`config.mk`:
```
export PLATFORM = sky130hd
export DESIGN_NAME = mac_vec
export DESIGN_NICKNAME = d
export VERILOG_FILES = /design/src/rtl/mac_vec.sv
export SDC_FILE = /design/constraint.sdc
export NUM_CORES = 2
export LEC_CHECK = 0
export ABC_AREA = 1
export BUFFER_PORTS_ARGS = -buffer_cell sky130_fd_sc_hd__buf_2
export CORE_MARGIN = 10
export CORE_UTILIZATION = 57
export DETAILED_ROUTE_END_ITERATION = 12
export PLACE_DENSITY = 0.75
export SYNTH_ARGS = -nofsm -noshare
export SYNTH_HDL_FRONTEND = slang
export SYNTH_SLANG_ARGS = --single-unit
```
`constraint.sdc`:
```
create_clock -name clk -period 6.4 [get_ports clk]
set_input_delay 0.32 -clock clk [delete_from_list [all_inputs] [get_ports clk]]
set_output_delay 0.32 -clock clk [all_outputs]
set_load 0.02 [all_outputs]
```
`src/rtl/mac_vec.sv`:
```
// mac_vec: multi-lane dot-product MAC with per-frame accumulation.
//   Each accepted beat carries LANES operand pairs. Their products are summed and
//   accumulated over a frame of cfg_len beats. One result per frame is emitted on
//   a valid/ready output.
// Ports:
//   clk, rst_n            clock, synchronous active-low reset
//   cfg_signed, cfg_len   operand signedness and frame length, sampled on the SOF beat
//   in_valid/in_ready     input beat handshake; in_sof marks the first beat of a frame
//   in_a, in_b            packed lane operands, lane k = [k*WIDTH +: WIDTH]
//   out_valid/out_ready   result handshake; out_c holds the dot product
//   err                   one-cycle pulse when a frame is aborted by an early SOF
module mac_vec #(
  parameter int unsigned WIDTH     = 16,
  parameter int unsigned LANES     = 4,
  parameter int unsigned N_MAX     = 64,
  parameter int unsigned MUL_PIPE  = 2,
  parameter int unsigned LEN_W     = $clog2(N_MAX + 1),
  parameter int unsigned ACC_WIDTH = 2 * WIDTH + $clog2(LANES) + $clog2(N_MAX)
) (
  input  logic                   clk,
  input  logic                   rst_n,
  input  logic                   cfg_signed,
  input  logic [LEN_W-1:0]       cfg_len,
  input  logic                   in_valid,
  output logic                   in_ready,
  input  logic                   in_sof,
  input  logic [LANES*WIDTH-1:0] in_a,
  input  logic [LANES*WIDTH-1:0] in_b,
  output logic                   out_valid,
  input  logic                   out_ready,
  output logic [ACC_WIDTH-1:0]   out_c,
  output logic                   err
);

  // Products are kept one bit wider than 2*WIDTH so that signed and unsigned
  // results share one sign-extending datapath.
  localparam int unsigned PW = 2 * WIDTH + 1;
  localparam int unsigned FW = 2 * WIDTH + 2;

  typedef enum logic [1:0] {S_IDLE, S_ACC, S_DRAIN, S_OUT} state_e;

  state_e                 state_q;
  logic                   sgn_q;
  logic [LEN_W-1:0]       len_q;
  logic [LEN_W-1:0]       cnt_q;
  logic                   out_valid_q;
  logic [ACC_WIDTH-1:0]   out_c_q;
  logic                   err_q;

  logic [LEN_W-1:0]       len_cfg;
  logic [LEN_W-1:0]       cnt_inc;
  logic                   accept;
  logic                   beat_vld;
  logic                   beat_sgn;
  logic                   beat_last;

  logic signed [WIDTH:0]  a_ext;
  logic signed [WIDTH:0]  b_ext;
  logic signed [FW-1:0]   full;
  logic signed [PW-1:0]   prod_d [LANES];
  logic signed [PW-1:0]   prod_q [MUL_PIPE][LANES];
  logic [MUL_PIPE-1:0]    pv_q;
  logic [MUL_PIPE-1:0]    ps_q;
  logic [MUL_PIPE-1:0]    pl_q;

  logic signed [ACC_WIDTH-1:0] sum_d;
  logic signed [ACC_WIDTH-1:0] tree_q;
  logic                        tree_vld_q;
  logic                        tree_sof_q;
  logic                        tree_last_q;
  logic signed [ACC_WIDTH-1:0] acc_q;
  logic                        acc_last_q;

  // Frame length as seen on the SOF beat: 0 means 1, oversize clamps to N_MAX.
  always_comb begin
    if (cfg_len == '0) begin
      len_cfg = LEN_W'(1);
    end else if (cfg_len > LEN_W'(N_MAX)) begin
      len_cfg = LEN_W'(N_MAX);
    end else begin
      len_cfg = cfg_len;
    end
  end

  assign in_ready = rst_n && (state_q == S_IDLE || state_q == S_ACC);
  assign accept   = in_valid && in_ready;
  // Non-SOF beats arriving in IDLE are accepted but not entered into the pipe.
  assign beat_vld = accept && (in_sof || state_q == S_ACC);
  // The SOF beat uses the config presented with it, later beats the latched copy.
  assign beat_sgn  = in_sof ? cfg_signed : sgn_q;
  assign cnt_inc   = cnt_q + LEN_W'(1);
  assign beat_last = in_sof ? (len_cfg == LEN_W'(1)) : (cnt_inc == len_q);

  always_comb begin
    a_ext = '0;
    b_ext = '0;
    full  = '0;
    for (int unsigned k = 0; k < LANES; k++) begin
      a_ext     = {beat_sgn & in_a[k*WIDTH+WIDTH-1], in_a[k*WIDTH +: WIDTH]};
      b_ext     = {beat_sgn & in_b[k*WIDTH+WIDTH-1], in_b[k*WIDTH +: WIDTH]};
      full      = FW'(a_ext) * FW'(b_ext);
      prod_d[k] = full[PW-1:0];
    end
  end

  // Multiplier pipeline tags.
  always_ff @(posedge clk) begin
    if (!rst_n) begin
      pv_q <= '0;
      ps_q <= '0;
      pl_q <= '0;
    end else begin
      pv_q[0] <= beat_vld;
      ps_q[0] <= in_sof;
      pl_q[0] <= beat_last;
      for (int unsigned i = 1; i < MUL_PIPE; i++) begin
        pv_q[i] <= pv_q[i-1];
        ps_q[i] <= ps_q[i-1];
        pl_q[i] <= pl_q[i-1];
      end
    end
  end

  // Multiplier pipeline data.
  always_ff @(posedge clk) begin
    prod_q[0] <= prod_d;
    for (int unsigned i = 1; i < MUL_PIPE; i++) begin
      prod_q[i] <= prod_q[i-1];
    end
  end

  always_comb begin
    sum_d = '0;
    for (int unsigned k = 0; k < LANES; k++) begin
      sum_d = sum_d + ACC_WIDTH'(prod_q[MUL_PIPE-1][k]);
    end
  end

  // Adder-tree and accumulator stages.
  always_ff @(posedge clk) begin
    if (!rst_n) begin
      tree_vld_q  <= 1'b0;
      tree_sof_q  <= 1'b0;
      tree_last_q <= 1'b0;
      acc_last_q  <= 1'b0;
    end else begin
      tree_vld_q  <= pv_q[MUL_PIPE-1];
      tree_sof_q  <= ps_q[MUL_PIPE-1];
      tree_last_q <= pl_q[MUL_PIPE-1];
      acc_last_q  <= tree_vld_q && tree_last_q;
    end
  end

  // An SOF-tagged beat reloads the sum, which also discards an aborted frame.
  always_ff @(posedge clk) begin
    tree_q <= sum_d;
    if (tree_vld_q) begin
      acc_q <= tree_sof_q ? tree_q : acc_q + tree_q;
    end
  end

  // Frame control.
  always_ff @(posedge clk) begin
    if (!rst_n) begin
      state_q     <= S_IDLE;
      sgn_q       <= 1'b0;
      len_q       <= '0;
      cnt_q       <= '0;
      out_valid_q <= 1'b0;
      out_c_q     <= '0;
      err_q       <= 1'b0;
    end else begin
      err_q <= 1'b0;
      unique case (state_q)
        S_IDLE: begin
          if (accept && in_sof) begin
            sgn_q   <= cfg_signed;
            len_q   <= len_cfg;
            cnt_q   <= LEN_W'(1);
            state_q <= (len_cfg == LEN_W'(1)) ? S_DRAIN : S_ACC;
          end
        end
        S_ACC: begin
          if (accept) begin
            if (in_sof) begin
              err_q   <= 1'b1;
              sgn_q   <= cfg_signed;
              len_q   <= len_cfg;
              cnt_q   <= LEN_W'(1);
              state_q <= (len_cfg == LEN_W'(1)) ? S_DRAIN : S_ACC;
            end else begin
              cnt_q <= cnt_inc;
              if (cnt_inc == len_q) begin
                state_q <= S_DRAIN;
              end
            end
          end
        end
        S_DRAIN: begin
          if (acc_last_q) begin
            state_q     <= S_OUT;
            out_valid_q <= 1'b1;
            out_c_q     <= acc_q;
          end
        end
        S_OUT: begin
          if (out_ready) begin
            out_valid_q <= 1'b0;
            state_q     <= S_IDLE;
          end
        end
        default: state_q <= S_IDLE;
      endcase
    end
  end

  assign out_valid = out_valid_q;
  assign out_c     = out_c_q;
  assign err       = err_q;

endmodule

```
# After elaboration in Yosys (flattened, before gate mapping)
# Memories as Yosys holds them, arrays and structs flattened.
# Index checks and enable logic that the tools add are counted.
word_totals:
  register_bits: 145
  latch_bits: 0
  ram_bits: 264
  rom_bits: 0
  inputBits: 141
  output_inout_bits: 43
  elab_cells: 91
  n_memories: 1
memory_table:
  columns: ["memory", "depth", "width", "rd", "rd_ports_with_merged_regs", "wr", "line_no", "rtl"]
  rows:
  - ["prod_q", 2, 132, 2, 0, 2, "61", "logic signed [PW-1:0] prod_q [MUL_PIPE][LANES];"]
op_classes:
  n_addsub: 5
  mul: 4
  div_mod_pow: 0
  magnitude_cmp: 1
  eq_ne: 11
  n_shift: 0
  n_mux: 28
  bitwise_logic: 8
  reduce_logical: 17
op_table:
  columns: ["op", "count"]
  rows:
  - ["17-bit by 17-bit multiplier with 33-bit output", 4]
  - ["7-bit 2-to-1 mux", 8]
  - ["40-bit by 36-bit adder with 40-bit output", 1]
  - ["40-bit 2-to-1 mux", 1]
  - ["35-bit by 33-bit adder with 36-bit output", 1]
  - ["34-bit by 33-bit adder with 35-bit output", 1]
  - ["33-bit by 33-bit adder with 34-bit output", 1]
  - ["7-bit case mux with 2 select lines", 2]
  - ["2-bit 2-to-1 mux", 7]
  - ["3-bit AND reduction", 3]
  - ["1-bit bitwise AND", 8]
  - ["2-bit inequality test, second input constant", 4]
  - ["2-bit case mux with 4 select lines", 1]
  - ["7-bit by 1-bit adder with 7-bit output, second input constant", 1]
  - ["7-bit by 1-bit equality test with 1-bit output, second input constant", 1]
  - ["7-bit equality test", 1]
  - ["7-bit greater-than comparator, second input constant", 1]
  - ["7-bit logical NOT", 1]
  - ["1-bit 2-to-1 mux", 7]
  - ["1-bit logical AND", 5]
  - ["5-bit AND reduction", 1]
  - ["2-bit equality test, second input constant", 2]
  - ["1-bit case mux with 2 select lines", 2]
  - ["4-bit AND reduction", 1]
  - ["7 further kinds", 9]

# Logic depth before layout (Yosys ltp)
depth:
  word_depth: 8
  mapped_depth: 32

# Worst setup path before layout
# Ideal clock, no wire load.
synth_path:
  path_type: "input-to-reg"
  from: "input port in_sof"
  to: "memory prod_q[0][32] (netlist name)"
  setup_time_ps: 113
  t_arrival_ps: 5748
  t_required_ps: 6287
  setup_slack_ps: 538
  stages: 26
  cell_sequence: "inv_1 > nand2_2 > nand2_4 > inv_4 > buf_12 > clkbuf_1 > nor2_1 > fa_1 > inv_1 > fa_1 > inv_1 > fa_1 > fa_1 > inv_1 > fa_1 > inv_1 > fa_1 > ha_1 > inv_1 > nor3_1 > nand2_1 > or2_2 > nand2_1 > nor2_1 > nand2_1 > nand2_1"
synth_lines:
  columns: ["element", "line_no", "rtl"]
  rows:
  - ["start: declaration", "26", "input logic in_sof,"]
  - ["end: declaration", "61", null]

==> flow_summary.ini <==
[status]
status = completed

[synth]
ys_ff_latch = 409
synth_top_cell_area_share_pct = 39.5
synth_cell_types = 46
syn_avg_cell_area_um2 = 8.00
synth_edf_count = 40
synth.most_common_cell = inv_1
netlist_area_um2 = 62200
yosysTopAreaCell = fa_1
synthCells = 7767
yosys_warnings = 0
ys_seq_area_share_pct = 13.8
synthTopCellsByCount = 2,085 x inv_1, 1,917 x nand2_1, 1,228 x fa_1, 407 x ha_1, 381 x nor2_1
synth_ff_type = dfxtp_1
async_flop_share_pct = 0
synthTopCellsByArea = fa_1 40%, inv_1 13%, dfxtp_1 12%
syn_nets = 9543

[sta]
tightest_slew_ns = 1.05
setup_viol = 0
rsz0062_at_grt = no
clock_skew_ns = 0.0234
fmax_mhz = 163
hold_violations = 0
worst_slew_margin_rel_pct = 29.9
final_max_slew_viol_count = 0
period_minus_slack_ns = 6.13
layout_worst_path_cycle_share_pct = 95.8

[clock_network]
max-clock-path-buffers = 3
cts_sinks = 409
numCtsBuffers = 42
htree_levels = 2
clk_latency_ns = 0.58
path_clk_slew_ns = 0.07
root_buffer = clkbuf_16
cts_tree = built

[worst_setup_path]
ff2ff_path_depth = 22
crit_required_ns = 6.88
worstSetupEndpointType = flop
reg2reg_from = sgn_q$_SDFFE_PN0P_
cp.arrival_ns = 6.61
timing.rr.end = prod_q[0][21]$_DFF_P_
path_max_fanout = 7
crit_type = reg2reg
r2r_slack_ns = 0.27
startpoint_type = flop

[finish]
num-fill-cells = 9569
num-nets-final = 9563
final_layout_size_suffix_gt1_share_pct = 5.13
post-route-util_pct = 60.7
area_growth_pct = 5.97

[global_routing]
grt_overflow = 0
grt_start_max_net_pins = 59
grtUsageMet1_pct = 35.8
busiest_layer = met2
track_usage_pct = 27.1
antenna_found_initial = 5
use_met3_pct = 3.22
grt_pass1_wl_um = 269000
use_met2_pct = 46.7
grt_pass1_vias = 52100

[hold_path]
worstHoldPathCells = 3
hold_path_startpoint = in_sof
hold-path-endpoint = ps_q[0]$_SDFF_PN0_
hold_path_class = in2reg

[flow_run]
drv_cap = 0

[place]
hpwl_um = 137000
finalWeightedCongestion = 0.961
portBuffers = 183

[detailed_routing]
post_drt_wl_per_cell_um = 17.4
vias = 48400
drt_iter0_markers = 3423
totalWireLength_um = 161000
drtPass1Iterations = 6
vias_per_cell = 5.24
ant_nets = 0
drc_errors = 0

[floorplan]
rows = 121
die-height_um = 350
coreArea_um2 = 109000
dieArea_um2 = 123000
io_pins = 184
die_w_um = 350
start_util_pct = 57.3
sequential cells by signal (all words and copies together) (netlist names), 2 cells and up:
| signal | cells |
|---|---|
| out_c | 40 |
| tree_q | 36 |
| state_q | 2 |
| pv_q | 2 |
| cnt_q | 7 |
| ps_q | 2 |
| pl_q | 2 |
| acc_q | 40 |
| len_q | 7 |
| prod_q | 264 |
timing repair:
action	in CTS	in global routing
hold buffers	1	0
buffers inserted	0	3
setup endpoints to repair	0	42
hold endpoints to repair	1	0
gates resized for setup	0	10
worst max-delay path by stage:
stage,start,to,slack [ns],cells past startpoint
2_1_floorplan,in_sof,prod_q[0][32]$_DFF_P_,0.54,26
3_3_place_gp,in_sof,prod_q[0][54]$_DFF_P_,-0.07,25
3_5_place_dp,in_sof,prod_q[0][21]$_DFF_P_,-0.12,24
4_1_cts,sgn_q$_SDFFE_PN0P_,prod_q[0][21]$_DFF_P_,0.06,22
5_1_grt,sgn_q$_SDFFE_PN0P_,prod_q[0][59]$_DFF_P_,0.004,25
6_report,sgn_q$_SDFFE_PN0P_,prod_q[0][21]$_DFF_P_,0.27,22
kinds of logic (layout without fill, tap and decap cells):
| logic type | count (synthesis) | count (layout) | synth area share (%) |
|---|---|---|---|
| flops | 409 | 409 | 13.8 |
| fa+ha+maj | 1635 | 1635 | 47.7 |
| xor+xnor | 160 | 160 | 2.25 |
| buf+inv | 2379 | 2433 | 14.4 |
| other cells | 0 | 3 | 0 |
| simple gates | 2685 | 2685 | 17.4 |
| compound gates | 499 | 499 | 4.42 |
routing by layer:
metal	routed length (µm)	up-vias
met5	22	-
li1	-	22500
met2	79000	1614
met1	66900	24000
met4	5120	4
met3	9930	298
area by class of cell:
| class | count | area [µm²] | share of cell area (%) |
|---|---|---|---|
| diodes | 3 | 7.51 | 0.0114 |
| clock buffers | 54 | 1150 | 1.74 |
| multi-input cells | 4979 | 44600 | 67.8 |
| inverters | 2086 | 7840 | 11.9 |
| flip-flops and latches | 409 | 8590 | 13.0 |
| well taps | 1414 | 1770 | 2.69 |
| clock inverters | 24 | 313 | 0.475 |
| repair buffers | 269 | 1560 | 2.37 |
cells in the final DEF (no fill, tap or decap), types with 12 or more instances in the layout:
master	n
clkbuf_16	42
nor3_1	33
or2_2	37
xnor2_1	54
inv_1	2084
o21ai_0	127
dfxtp_1	368
nand2_1	1917
buf_2	183
a21oi_1	262
edfxtp_1	40
a31oi_1	15
a21o_1	31
ha_1	407
nand4_1	46
o21bai_1	23
nand3_1	232
xor2_1	106
o211ai_1	12
buf_4	84
nor2_1	376
nand3b_1	19
fa_1	1227
per-stage QoR:
step | hold slack (ns) | instance area [µm²] | setup WS [ns] | setup TNS, ns | instances
after floorplan | 0.310 | 62200 | 0.538 | 0 | 7767
final | 0.0280 | 65900 | 0.267 | 0 | 9238
after CTS | 0.00494 | 65800 | 0.0581 | 0 | 9232
after detailed placement | 0.312 | 64300 | -0.121 | -0.490 | 9153
after global routing | 0.0172 | 65900 | 0.00369 | 0 | 9238
after global placement | 0.310 | 64300 | -0.0661 | -0.167 | 9153
worst max-delay path, cell delays in order (launching register included):
cell      delay [ns]
dfxtp_1         0.34
nand2_2         0.10
nand2_8         0.16
buf_4           0.23
nand2_1         0.09
or2_2           0.29
fa_1            0.47
fa_1            0.50
inv_1           0.05
fa_1            0.49
fa_1            0.44
fa_1            0.50
inv_1           0.05
fa_1            0.48
inv_1           0.05
ha_1            0.30
a21oi_1         0.25
inv_1           0.07
a21oi_1         0.25
o21ai_0         0.24
a21oi_1         0.35
o21bai_1        0.12
xor2_1          0.22
Power is not shown: default switching activity piles up to over one toggle a cycle in this logic, so the estimate is an artifact.
